==> src/rtl/serial_pkg.sv <==
// Shared definitions for the serial frame transmitter.
//   tx_state_t  : frame FSM states
//   *_LEVEL     : line levels for idle, start and stop bits
package serial_pkg;

    typedef enum logic [2:0] {
        IDLE   = 3'd0,
        START  = 3'd1,
        DATA   = 3'd2,
        PARITY = 3'd3,
        STOP   = 3'd4
    } tx_state_t;

    localparam bit IDLE_LEVEL  = 1'b1;
    localparam bit START_LEVEL = 1'b0;
    localparam bit STOP_LEVEL  = 1'b1;

endpackage

==> src/rtl/serial_tx_bit_timer.sv <==
// Bit-period timer: counts enabled clocks and flags the last one of each
// serial bit period.
//   clk, reset(sync, active-low), en(freeze when 0), clear(hold counter at 0)
//   tick : high on the last enabled cycle of a bit period
module bit_timer #(
    parameter int CLKS_PER_BIT = 4
) (
    input  logic clk,
    input  logic reset,
    input  logic en,
    input  logic clear,
    output logic tick
);

    localparam int CW = (CLKS_PER_BIT > 1) ? $clog2(CLKS_PER_BIT) : 1;
    localparam logic [CW-1:0] LAST_TICK = CW'(CLKS_PER_BIT - 1);

    logic [CW-1:0] cnt_r;

    assign tick = en & ~clear & (cnt_r == LAST_TICK);

    // Tick counter: wraps at every bit boundary, parked at 0 while cleared.
    always_ff @(posedge clk) begin
        if (!reset) begin
            cnt_r <= '0;
        end else if (en) begin
            if (clear || tick) begin
                cnt_r <= '0;
            end else begin
                cnt_r <= cnt_r + CW'(1);
            end
        end else begin
            cnt_r <= cnt_r;
        end
    end

endmodule

==> src/rtl/serial_tx.sv <==
// Parallel-in, serial-out frame transmitter.
// Frame: start bit, WIDTH data bits LSB first, optional parity, stop bit;
// each level held CLKS_PER_BIT enabled clocks.
//   clk, reset(sync, active-low), en(global freeze when 0)
//   valid/data/ready : word handshake, data latched on valid & ready
//   tx   : registered serial line, idles high
//   busy : registered, high outside IDLE
//   done : registered one-cycle pulse in the first IDLE cycle after a frame
module serial_tx
    import serial_pkg::*;
#(
    parameter int WIDTH        = 8,
    parameter int CLKS_PER_BIT = 4,
    parameter int PARITY_EN    = 1,
    parameter int PARITY_ODD   = 0
) (
    input  logic             clk,
    input  logic             reset,
    input  logic             en,
    input  logic             valid,
    input  logic [WIDTH-1:0] data,
    output logic             ready,
    output logic             tx,
    output logic             busy,
    output logic             done
);

    localparam int BW = $clog2(WIDTH + 1);
    localparam logic [BW-1:0] LAST_BIT = BW'(WIDTH - 1);

    // Parity bit transmitted for a latched word.
    function automatic logic frame_parity(input logic [WIDTH-1:0] w);
        return (PARITY_ODD != 0) ? ~(^w) : (^w);
    endfunction

    tx_state_t        state_r, state_s;
    logic [WIDTH-1:0] shreg_r, shreg_s, shifted_s;
    logic [BW-1:0]    bitcnt_r, bitcnt_s;
    logic             parity_r, parity_s;
    logic             tx_r, tx_s;
    logic             busy_r, busy_s;
    logic             done_r, done_s;
    logic             tick_s;
    logic             ready_s;
    logic             clear_s;

    assign ready_s   = (state_r == IDLE) & en & reset;
    assign clear_s   = (state_r == IDLE);
    assign shifted_s = shreg_r >> 1;

    bit_timer #(
        .CLKS_PER_BIT(CLKS_PER_BIT)
    ) u_timer (
        .clk  (clk),
        .reset(reset),
        .en   (en),
        .clear(clear_s),
        .tick (tick_s)
    );

    // Next-state logic; tx_s is the level the line carries in the next state.
    always_comb begin
        state_s  = state_r;
        shreg_s  = shreg_r;
        bitcnt_s = bitcnt_r;
        parity_s = parity_r;
        tx_s     = tx_r;
        busy_s   = busy_r;
        done_s   = 1'b0;
        if (en) begin
            case (state_r)
                IDLE: begin
                    if (valid && ready_s) begin
                        shreg_s  = data;
                        parity_s = frame_parity(data);
                        state_s  = START;
                        tx_s     = START_LEVEL;
                        busy_s   = 1'b1;
                    end else begin
                        tx_s   = IDLE_LEVEL;
                        busy_s = 1'b0;
                    end
                end
                START: begin
                    if (tick_s) begin
                        state_s = DATA;
                        tx_s    = shreg_r[0];
                    end else begin
                        tx_s = START_LEVEL;
                    end
                end
                DATA: begin
                    if (tick_s) begin
                        if (bitcnt_r == LAST_BIT) begin
                            bitcnt_s = '0;
                            if (PARITY_EN != 0) begin
                                state_s = PARITY;
                                tx_s    = parity_r;
                            end else begin
                                state_s = STOP;
                                tx_s    = STOP_LEVEL;
                            end
                        end else begin
                            bitcnt_s = bitcnt_r + BW'(1);
                            shreg_s  = shifted_s;
                            tx_s     = shifted_s[0];
                        end
                    end else begin
                        tx_s = shreg_r[0];
                    end
                end
                PARITY: begin
                    if (tick_s) begin
                        state_s = STOP;
                        tx_s    = STOP_LEVEL;
                    end else begin
                        tx_s = parity_r;
                    end
                end
                STOP: begin
                    if (tick_s) begin
                        state_s = IDLE;
                        tx_s    = IDLE_LEVEL;
                        busy_s  = 1'b0;
                        done_s  = 1'b1;
                    end else begin
                        tx_s = STOP_LEVEL;
                    end
                end
                default: begin
                    state_s  = IDLE;
                    bitcnt_s = '0;
                    tx_s     = IDLE_LEVEL;
                    busy_s   = 1'b0;
                end
            endcase
        end else begin
            done_s = 1'b0;
        end
    end

    // State, datapath and output registers.
    always_ff @(posedge clk) begin
        if (!reset) begin
            state_r  <= IDLE;
            shreg_r  <= '0;
            bitcnt_r <= '0;
            parity_r <= 1'b0;
            tx_r     <= IDLE_LEVEL;
            busy_r   <= 1'b0;
            done_r   <= 1'b0;
        end else begin
            state_r  <= state_s;
            shreg_r  <= shreg_s;
            bitcnt_r <= bitcnt_s;
            parity_r <= parity_s;
            tx_r     <= tx_s;
            busy_r   <= busy_s;
            done_r   <= done_s;
        end
    end

    assign ready = ready_s;
    assign tx    = tx_r;
    assign busy  = busy_r;
    assign done  = done_r;

endmodule

==> config.mk <==
export PLATFORM = sky130hd
export DESIGN_NAME = serial_tx
export DESIGN_NICKNAME = d
export VERILOG_FILES = /design/src/rtl/serial_pkg.sv /design/src/rtl/serial_tx_bit_timer.sv /design/src/rtl/serial_tx.sv
export SDC_FILE = /design/constraint.sdc
export NUM_CORES = 1
export LEC_CHECK = 0
export BUFFER_PORTS_ARGS = -buffer_cell sky130_fd_sc_hd__buf_2
export CAP_MARGIN = 20
export CORE_ASPECT_RATIO = 1.2
export CORE_UTILIZATION = 30
export CTS_CLUSTER_DIAMETER = 60
export DETAILED_ROUTE_END_ITERATION = 7
export PLACE_DENSITY = 0.61
export SYNTH_ARGS = -nofsm -noshare
export SYNTH_HDL_FRONTEND = slang
export SYNTH_SLANG_ARGS = --single-unit
==> constraint.sdc <==
create_clock -name clk -period 1.7 [get_ports clk]
set_clock_uncertainty 0.2 [all_clocks]
set_input_delay 0.34 -clock clk [delete_from_list [all_inputs] [get_ports clk]]
set_output_delay 0.34 -clock clk [all_outputs]
set_load 0.05 [all_outputs]
==> run metrics <==
status complete, but fails checks; failing checks negative setup slack; clock root buffer master clkbuf_8; IR drop worst, VDD between 0.0003 and 0.0004 V; PD cells 557 nW/um^2; Critical Path Start Type flop; Yosys reg bits 21; post-synthesis cell type count 45; crit-path max cell delay ~340 ps; post-synthesis compound-gate area fraction around a quarter; Post-Place Worst Slack -75.7 ps; starting density of the core between 30% and 40%; CP Max Fanout 7; fin nets just over 200; first-pass detailed-route iteration total 4; 1st-iter DRT viols 74; Post-Synth XOR/XNOR Area under 10%; post-DP HPWL around 2100 microns; setup slack after layout -20.7 ps; Top FF cell, synth dfxtp_1; PortBufs 15; post-synth top area share between 30% and 40%; Post-Syn Area about 1200 sq um; core area approximately 3900 sq um; site row count 25; largest cells by area after synthesis dfxtp_1 34%, o21ai_0 6.5%, o211a_1 5.7%; Post-DRT Antenna Nets 0; Fill cells between 300 and 400; layout cell share with drive strength beyond 1 between 40% and 50%; clk sink count 21; setup total negative slack -20.7 ps; via-per-instance ratio between 5 and 6; Synth area leader dfxtp_1; CTS Buf Count 3; Pwr Total ~1.0 mW; Flop pwr share 50.1%; initial antenna violation count 0; CTS tree done; RSZ-0062 raised after global routing true; Mapped Avg Cell Area 8.29 sq um; vias approximately 1300; vias in the first global route between 1000 and 1500; Worst-Skew Late Latency about 260 ps; gr usage total between 10% and 20%; Final Hold Viols 0; most frequent cell after synthesis dfxtp_1; EDFF count, synth 0; Slew HR 79.2%; top cell family by delay on the critical path flip-flops; Slew Limit Fails 0; Post-Layout Cell Count around 240; routed len/inst between 10 and 15 microns; most instantiated cells after synthesis 21 x dfxtp_1, 16 x o21ai_0, 12 x nor2_1, 8 x nand2_1; routed wire length between 3000 and 4000 microns; worst path bufs/invs 2; largest family of logic cells by synthesized area simple AND/OR/NAND/NOR gates; mux contribution to synthesized area less than 1%; # diodes 0; Worst EP arrival 1180 ps; final cycle utilization of the critical path 101%; cell count after placement roughly 230; Synth Area in Simple Gates a little over a quarter; Synth async-reset ratio 0%; die width 60.4 microns; final worst path period need around 1700 ps; Worst Hold Class input pin to flop; total gr overflow 0; crit-path most repeated cell buf_8; Int Pwr ~0.76 mW; critical-path cell list buf_8, nor2b_4, and3_4, buf_8; Comb power frac between 10% and 20%; syn_nets ~160; largest net degree at the start of global routing 14; Peak Freq approximately 580 MHz; max cap viols 0; area delta synth->final 51.9%; Clk pwr share about a third; gp weighted congestion between 0.7 and 0.8; Final Setup Violations 1; global-route wire length before repair around 5100 microns; CP endpoint kind primary output; adder-cell share of the synthesized area 2.04%; Slew @ Worst Pin roughly 310 ps; critical path class flop to primary output; leak pwr 0.745 nW; clock slew at reported path FFs 80 ps; cells after synthesis between 100 and 150; height of the die between 70 and 80 microns; Ports 16; Net Sw Frac a little over a quarter; hold_ws ~170 ps; slowest stage cell, crit path dfxtp_2; Worst Path Required between 1000 and 1500 ps; H-tree levels 1; Seq/Total Area, Yosys 34.3%; # DRC 0; Total Die Area between 4000 and 5000 sq um; Syn. warnings 0; net load switching power roughly 0.28 mW; Max clock buf depth 2
state kept, by name (all words and copies together), names as in the netlist:
name	cells
bitcnt_r	4
busy	1
done	1
parity_r	1
shreg_r	8
state_r	3
tx	1
u_timer.cnt_r	2
through the flow:
stage	area [sq um]	util, %
2_1_floorplan	1240	-
5_1_grt	1860	47.3
4_1_cts	1690	42.9
3_5_place_dp	1480	37.6
6_report	1860	47.3
3_3_place_gp	1480	37.6
final timing paths:
path                            depth (start not counted)  startpoint  slack, ps           to
worst min-delay path                                    3     data[7]        170   shreg_r[7]
worst min register to register                          2          tx        300           tx
worst max-delay path                                    4  state_r[1]        -20        ready
worst max register to register                          3  state_r[1]          0  bitcnt_r[0]
per-layer routing:
| layer | wire [microns] | global-route usage [%] |
|---|---|---|
| met5 | 0 | 0 |
| met4 | 28 | 6.46 |
| met3 | 71 | 2.14 |
| met2 | 1630 | 25.3 |
| met1 | 1560 | 19.0 |
tightest hold or removal path: cells and delay by family:
| family | cells | cell delay (ps) |
|---|---|---|
| AND/OR/NAND/NOR | 1 | 60 |
| AO/OA/AOI/OAI | 1 | 70 |
| buffers and inverters | 1 | 120 |
repair_timing:
action	4_1_cts	5_1_grt
hold buffers	0	0
pin swaps	4	17
gates resized for setup	26	33
setup endpoints to repair	14	15
buffers inserted	10	6
cells in the final DEF (no fill, tap or decap), types with 2 or more instances in the layout:
master / instances
dfxtp_1: 14
buf_4: 26
a21boi_0: 3
buf_2: 14
buf_8: 3
o211a_1: 7
a21oi_1: 5
clkbuf_8: 3
a21boi_1: 3
nor4_2: 2
inv_1: 2
nor2b_1: 4
o21ai_0: 7
buf_6: 5
nand3_1: 3
nand2_1: 8
xnor2_1: 7
nor4_4: 5
nor2b_4: 2
or4_1: 3
nor2_1: 11
dfxtp_2: 7
nor3_1: 3
o21ai_1: 9
power groups by stage:
stage	clock [mW]	sequential, mW	combinational [mW]
after detailed placement	0	0.527	0.146
after floorplan	0	0.533	0.0894
after global routing	0.364	0.522	0.192
final	0.341	0.520	0.177
after global placement	0	0.527	0.146
after CTS	0.348	0.516	0.164
logic make-up after synthesis:
family	Yosys count
simple gates	57
compound gates	46
flops	21
buf+inv	14
xor+xnor	7
fa+ha+maj	2
mux	1
cell type report:
class	count	area [sq um]	area share, %
Inverter	3	15.0	0.805
Sequential cell	21	429	23.0
Clock buffer	4	45.0	2.42
Tap cell	54	67.6	3.62
Multi-Input combinational cell	113	921	49.4
Timing Repair Buffer	49	387	20.7
(Power assumes the default switching activity.)
